$ cat config.mk
export PLATFORM = sky130hd
export DESIGN_NAME = clkdiv_monitor_flat
export DESIGN_NICKNAME = d
export VERILOG_FILES = /design/src/rtl/clkdiv_monitor_if.sv /design/src/rtl/clkdiv_monitor.sv /design/src/flat_wrapper.sv
export SDC_FILE = /design/constraint.sdc
export NUM_CORES = 1
export LEC_CHECK = 0
export CORE_MARGIN = 2
export CORE_UTILIZATION = 55
export DETAILED_ROUTE_END_ITERATION = 12
export PLACE_DENSITY = 0.77
export REMOVE_ABC_BUFFERS = 1
export SYNTH_ARGS = -nofsm -noshare
export SYNTH_HDL_FRONTEND = slang
export SYNTH_SLANG_ARGS = --single-unit
$ cat constraint.sdc
create_clock -name clk -period 3 [get_ports clk]
set_input_delay 0.45 -clock clk [delete_from_list [all_inputs] [get_ports clk]]
set_output_delay 0.45 -clock clk [all_outputs]
set_load 0.05 [all_outputs]
$ cat src/rtl/clkdiv_monitor_if.sv
// Bundle between a divided-clock source and clkdiv_monitor.
//   div_in, clr_err      : stimulus toward the monitor
//   rise_pulse/fall_pulse: edge strobes from the monitor
//   period/period_valid  : last measured period and its update strobe
//   locked, err, err_count: lock status and fault reporting
interface clkdiv_monitor_if #(
    parameter int unsigned CNT_W = 8
);
    logic             div_in;
    logic             clr_err;
    logic             rise_pulse;
    logic             fall_pulse;
    logic [CNT_W-1:0] period;
    logic             period_valid;
    logic             locked;
    logic             err;
    logic [7:0]       err_count;

    modport master (
        output div_in, clr_err,
        input  rise_pulse, fall_pulse, period, period_valid, locked, err, err_count
    );

    modport slave (
        input  div_in, clr_err,
        output rise_pulse, fall_pulse, period, period_valid, locked, err, err_count
    );
endinterface

$ cat src/rtl/clkdiv_monitor.sv
// Samples a divided clock as data, strobes its edges, measures period and
// high/low phases, tracks lock and counts ratio/duty/stuck faults.
//   clk  : single clock, rising edge
//   rst_ : synchronous reset, active-high
//   mon  : slave side of clkdiv_monitor_if (see interface for signal list)
module clkdiv_monitor #(
    parameter int unsigned DIV_RATIO  = 4,
    parameter int unsigned CNT_W      = 8,
    parameter int unsigned LOCK_COUNT = 4
) (
    input logic             clk,
    input logic             rst_,
    clkdiv_monitor_if.slave mon
);
    localparam int unsigned GOOD_W = (LOCK_COUNT < 2) ? 1 : $clog2(LOCK_COUNT + 1);
    localparam logic [CNT_W-1:0]  HALF_C     = CNT_W'(DIV_RATIO / 2);
    localparam logic [CNT_W-1:0]  FULL_C     = CNT_W'(DIV_RATIO);
    localparam logic [GOOD_W-1:0] LOCK_C     = GOOD_W'(LOCK_COUNT);
    localparam logic [GOOD_W-1:0] LOCK_M1_C  = GOOD_W'(LOCK_COUNT - 1);

    typedef enum logic [1:0] {
        S_IDLE,
        S_MEASURE,
        S_LOCKED
    } state_e;

    state_e            state_q, state_d;
    logic              d_q;
    logic [CNT_W-1:0]  hi_q, hi_d, lo_q, lo_d;
    logic [GOOD_W-1:0] good_q, good_d;
    logic [CNT_W-1:0]  period_q, period_d;
    logic              pv_q, pv_d;
    logic              rise_q, rise_d;
    logic              fall_q, fall_d;
    logic              locked_q, locked_d;
    logic              err_q, err_d;
    logic [7:0]        errc_q, errc_d;

    logic              err_event;
    logic [CNT_W-1:0]  hi_inc, lo_inc;

    // State and output registers
    always_ff @(posedge clk) begin
        if (rst_) begin
            state_q  <= S_IDLE;
            d_q      <= 1'b1;   // a level already high at release is not a rise
            hi_q     <= '0;
            lo_q     <= '0;
            good_q   <= '0;
            period_q <= '0;
            pv_q     <= 1'b0;
            rise_q   <= 1'b0;
            fall_q   <= 1'b0;
            locked_q <= 1'b0;
            err_q    <= 1'b0;
            errc_q   <= '0;
        end else begin
            state_q  <= state_d;
            d_q      <= mon.div_in;
            hi_q     <= hi_d;
            lo_q     <= lo_d;
            good_q   <= good_d;
            period_q <= period_d;
            pv_q     <= pv_d;
            rise_q   <= rise_d;
            fall_q   <= fall_d;
            locked_q <= locked_d;
            err_q    <= err_d;
            errc_q   <= errc_d;
        end
    end

    // Measurement, lock tracking and fault accounting
    always_comb begin
        state_d   = state_q;
        hi_d      = hi_q;
        lo_d      = lo_q;
        good_d    = good_q;
        period_d  = period_q;
        pv_d      = 1'b0;
        locked_d  = locked_q;
        err_event = 1'b0;
        rise_d    = mon.div_in & ~d_q;
        fall_d    = ~mon.div_in & d_q;
        hi_inc    = hi_q + CNT_W'(1);
        lo_inc    = lo_q + CNT_W'(1);

        case (state_q)
            S_IDLE: begin
                if (rise_d) begin
                    hi_d    = CNT_W'(1);
                    lo_d    = '0;
                    state_d = S_MEASURE;
                end
            end
            S_MEASURE, S_LOCKED: begin
                if (rise_d) begin
                    period_d = hi_q + lo_q;
                    pv_d     = 1'b1;
                    hi_d     = CNT_W'(1);
                    lo_d     = '0;
                    if (hi_q == HALF_C && lo_q == HALF_C) begin
                        // good_cnt stays saturated once locked
                        if (state_q == S_MEASURE) begin
                            if (good_q == LOCK_M1_C) begin
                                good_d   = LOCK_C;
                                state_d  = S_LOCKED;
                                locked_d = 1'b1;
                            end else begin
                                good_d = good_q + GOOD_W'(1);
                            end
                        end
                    end else begin
                        err_event = 1'b1;
                        good_d    = '0;
                        locked_d  = 1'b0;
                        state_d   = S_MEASURE;
                    end
                end else if ((mon.div_in && hi_inc == FULL_C) ||
                             (!mon.div_in && lo_inc == FULL_C)) begin
                    // Phase twice its expected length: treat as stuck
                    err_event = 1'b1;
                    state_d   = S_IDLE;
                    hi_d      = '0;
                    lo_d      = '0;
                    good_d    = '0;
                    locked_d  = 1'b0;
                end else if (mon.div_in) begin
                    hi_d = hi_inc;
                end else begin
                    lo_d = lo_inc;
                end
            end
            default: state_d = S_IDLE;
        endcase

        // Clear first so a coincident error leaves err=1, err_count=1
        err_d  = err_q;
        errc_d = errc_q;
        if (mon.clr_err) begin
            err_d  = 1'b0;
            errc_d = '0;
        end
        if (err_event) begin
            err_d = 1'b1;
            if (errc_d != 8'hFF) begin
                errc_d = errc_d + 8'd1;
            end
        end
    end

    assign mon.rise_pulse   = rise_q;
    assign mon.fall_pulse   = fall_q;
    assign mon.period       = period_q;
    assign mon.period_valid = pv_q;
    assign mon.locked       = locked_q;
    assign mon.err          = err_q;
    assign mon.err_count    = errc_q;
endmodule
$ cat src/flat_wrapper.sv
// flat-port wrapper written by rule: the top's interface ports become plain ports
module clkdiv_monitor_flat 
#(
    parameter int unsigned DIV_RATIO  = 4,
    parameter int unsigned CNT_W      = 8,
    parameter int unsigned LOCK_COUNT = 4
)
  (clk, rst_, mon_div_in, mon_clr_err, mon_rise_pulse, mon_fall_pulse, mon_period, mon_period_valid, mon_locked, mon_err, mon_err_count);
  clkdiv_monitor_if #(.CNT_W(CNT_W)) mon_i ();
  input logic clk;
  input logic rst_;
  input wire logic [$bits(mon_i.div_in)-1:0] mon_div_in;
  input wire logic [$bits(mon_i.clr_err)-1:0] mon_clr_err;
  output wire logic [$bits(mon_i.rise_pulse)-1:0] mon_rise_pulse;
  output wire logic [$bits(mon_i.fall_pulse)-1:0] mon_fall_pulse;
  output wire logic [$bits(mon_i.period)-1:0] mon_period;
  output wire logic [$bits(mon_i.period_valid)-1:0] mon_period_valid;
  output wire logic [$bits(mon_i.locked)-1:0] mon_locked;
  output wire logic [$bits(mon_i.err)-1:0] mon_err;
  output wire logic [$bits(mon_i.err_count)-1:0] mon_err_count;
  assign mon_i.div_in = mon_div_in;
  assign mon_i.clr_err = mon_clr_err;
  assign mon_rise_pulse = mon_i.rise_pulse;
  assign mon_fall_pulse = mon_i.fall_pulse;
  assign mon_period = mon_i.period;
  assign mon_period_valid = mon_i.period_valid;
  assign mon_locked = mon_i.locked;
  assign mon_err = mon_i.err;
  assign mon_err_count = mon_i.err_count;
  clkdiv_monitor #(.DIV_RATIO(DIV_RATIO), .CNT_W(CNT_W), .LOCK_COUNT(LOCK_COUNT)) u_core (.clk(clk), .rst_(rst_), .mon(mon_i));
endmodule
==> flow_metrics.py <==
metrics = {
    "status": {
        "status": "completed",
    },
    "logic_synthesis": {
        "yosysTopAreaCell": "dfxtp_1",
        "synth.avg_cell_area_um2": 8.38,
        "synth_fa_ha_area_frac": 0.0956,
        "synth_cells": 306,
        "synth_xor_area_frac": 0.0205,
        "synth_cell_type_count": 57,
        "syn-cell-area_mm2": 0.00256,
        "synth_top_area_frac": 0.336,
        "yosys-top-cells-area": "dfxtp_1 (34%), ha_1 (8.8%), a21oi_1 (3.5%), nand2_1 (3.2%), inv_1 (2.9%)",
        "synth_compound_area_frac": 0.195,
        "synth_seq_cells": 43,
        "synthFlopType": "dfxtp_1",
        "yosysSeqAreaShare": 0.336,
        "synthSimpleGateAreaFrac": 0.284,
        "synthMuxAreaShare": 0.0200,
        "synth_top_family_by_area": "simple AND/OR/NAND/NOR gates",
        "ys_warn_count": 0,
        "async_flop_share": 0,
        "synth-edff-count": 0,
    },
    "cts": {
        "post_cts_hold_buffer_count": 0,
        "ctsResizeCount": 0,
        "cts_buffers": 5,
        "cts_tree": "built",
        "clockBufferDepth": 2,
        "postCtsSetupBuffers": 0,
        "cts.htree.levels": 2,
        "clock_sinks": 43,
        "clock_latency_ps": 290,
        "path_clk_slew_ps": 90,
        "cts_root_buffer": "clkbuf_8",
    },
    "place": {
        "gp_congestion": 0.900,
        "dpl.cell_count": 380,
        "hpwl_mm": 4.56,
        "place.port_buffers": 24,
    },
    "die": {
        "rows": 24,
        "io_pins": 25,
        "start_util": 0.581,
        "core_area_mm2": 0.00441,
        "die_w_um": 72.3,
        "die_h_um": 72.3,
        "dieArea_mm2": 0.00523,
    },
    "worst_setup_path": {
        "cp.required_ps": 3180,
        "crit_arrival_ps": 2740,
        "path_max_fanout": 11,
        "crit_type": "reg -> reg",
        "critPathLaunchType": "register",
        "cp-end-kind": "register",
    },
    "routing": {
        "routed_via_density": 6.29,
        "ant_nets": 0,
        "wl_mm": 6.12,
        "drt_iter0_drc": 191,
        "drtPass1Iterations": 6,
        "drcViolationCount": 0,
        "wire_per_inst_um": 15.8,
        "vias": 2441,
    },
    "pwr": {
        "p_seq_frac": 0.507,
        "combPwrFrac": 0.185,
        "switchingPower_uw": 357,
        "peakVddDrop_mv": 0.258,
        "powerDensity_mw_per_mm2": 398,
        "p_leak_nw": 1.11,
        "cell_internal_pwr_uw": 824,
        "swShare": 0.303,
        "power.share.clock": 0.308,
    },
    "cells_and_area": {
        "multi_input_area_mm2": 0.00158,
        "final_layout_size_suffix_gt1_frac": 0.0952,
        "regArea_um2": 861,
        "area_growth_syn_to_layout_pct": 15.8,
        "fillers": 388,
        "diodes": 0,
        "fin_nets": 358,
        "final_util": 0.673,
        "fin_cells": 388,
    },
    "timing": {
        "post-route-period-util": 0.853,
        "period_needed_ps": 2560,
        "hold_slack_ps": 453,
        "worstMarginPinSlew_ps": 672,
        "slew_violations": 0,
        "rsz0062_at_grt": "false",
        "skew_ps": 6.70,
        "setup_violations": 0,
        "finalSetupTns_ps": 0,
        "finalHoldViolCount": 0,
        "fmax_mhz": 391,
        "maxSlewHeadroom": 0.549,
    },
    "job": {
        "drv_cap": 0,
    },
    "grt": {
        "grt_max_degree": 17,
        "antenna_found_initial": 0,
        "grt_pass1_vias": 2229,
        "overflow": 0,
        "grtUsageTotal": 0.246,
        "grt_first_pass_wirelength_mm": 10.4,
    },
    "worst_hold_path": {
        "hp-class": "reg -> reg",
    },
}
path summary, 6_finish.rpt:
kind                              from                 endpoint  slack (ps)  cells after the start
setup reg to reg        u_core.hi_q[2]  u_core.mon.err_count[6]         440                      5
hold / removal    u_core.mon.period[5]     u_core.mon.period[5]         450                      2
hold reg to reg   u_core.mon.period[5]     u_core.mon.period[5]         450                      2
setup / recovery        u_core.hi_q[2]  u_core.mon.err_count[6]         440                      5
per-layer routing:
layer,vias to the layer above,track usage,share of wire
met5,-,0,0
met4,0,0.0629,0.0095
met3,8,0.0347,0.066
met2,93,0.417,0.47
met1,1151,0.329,0.45
li1,1189,-,-
synth_stat cells (4+ instances only):
cell,number
dfxtp_1,43
nand2b_1,10
a31oi_1,10
o21a_1,4
nor2b_1,6
nand3_1,13
or2_2,7
mux2i_1,4
a211oi_1,4
ha_1,18
nand4_1,6
o21ai_0,9
a21oi_1,18
inv_1,20
o31ai_1,5
or4_1,7
o22ai_1,5
nor2_1,20
nand2_1,22
nor3_1,8
xnor2_1,4
nor4_1,5
clkbuf_1,7
power by group through the flow:
stage / Combinational (mW) / Sequential (mW) / Clock, mW
finish: 0.218 / 0.599 / 0.364
global placement: 0.210 / 0.611 / 0
CTS: 0.216 / 0.598 / 0.375
floorplan: 0.136 / 0.621 / 0
detailed placement: 0.214 / 0.612 / 0
global route: 0.243 / 0.602 / 0.401
worst max-delay path, stage by stage, from the launching register on:
cell,delay (ps)
dfxtp_1,370
or4_1,660
nor3_4,430
o31ai_2,230
or4_1,540
o211a_1,220
final cells by class:
class | count | area share
Inverter | 20 | 0.0253
Tap cell | 52 | 0.0219
Clock inverter | 3 | 0.00505
Clock buffer | 5 | 0.0232
Multi-Input combinational cell | 232 | 0.531
Sequential cell | 43 | 0.290
Timing Repair Buffer | 33 | 0.104
registers in the layout, indices dropped and copies added (netlist names):
signal and count:
u_core.d_q 1, u_core.good_q 3, u_core.hi_q 8, u_core.lo_q 8, u_core.mon.err 1, u_core.mon.err_count 8, u_core.mon.fall_pulse 1, u_core.mon.locked 1
u_core.mon.period 8, u_core.mon.period_valid 1, u_core.mon.rise_pulse 1, u_core.state_q 2
cells by family (layout without fill, tap and decap cells):
group / after synthesis / in the layout
xor gates and xnor gates: 6 / 6
AOI/OAI and AO/OA: 75 / 75
adders and majority gates: 19 / 19
muxes: 5 / 5
and+or+nand+nor: 127 / 127
DFF: 43 / 43
buffers and inverters: 31 / 61
per-stage QoR:
| step | power [mW] | area (µm²) | worst slack, ps |
|---|---|---|---|
| 2_1_floorplan | 0.757 | 2510 | 730 |
| 3_3_place_gp | 0.822 | 2890 | 369 |
| 3_5_place_dp | 0.826 | 2890 | 327 |
| 4_1_cts | 1.19 | 2970 | 467 |
| 5_1_grt | 1.24 | 2970 | 366 |
| 6_report | 1.18 | 2970 | 442 |
cells in the final DEF, fill, tap and decap left out, types with 2 or more instances in the layout:
cell type	count
clkinv_2	3
a211oi_1	4
nand2_1	22
or2_2	7
and2_1	2
a21oi_1	18
or3_1	3
and3_1	3
dfxtp_1	43
nor3_1	8
a41oi_1	3
inv_1	20
o211ai_1	2
nand3_1	13
xor2_1	2
nor4b_1	2
nand2b_1	10
xnor2_1	4
nand4b_1	2
or4_1	7
nand4_1	6
nor3_4	2
nor2_1	20
a22o_1	3
mux2i_1	4
o21a_1	4
nor3b_1	2
clkdlybuf4s50_1	24
o21ai_0	9
buf_4	9
o22ai_1	5
nor4_1	5
ha_1	18
clkbuf_8	5
o31ai_1	5
and4b_1	2
nor2b_1	6
a31oi_1	10
Note: power is estimated with default switching activity, not from simulation.
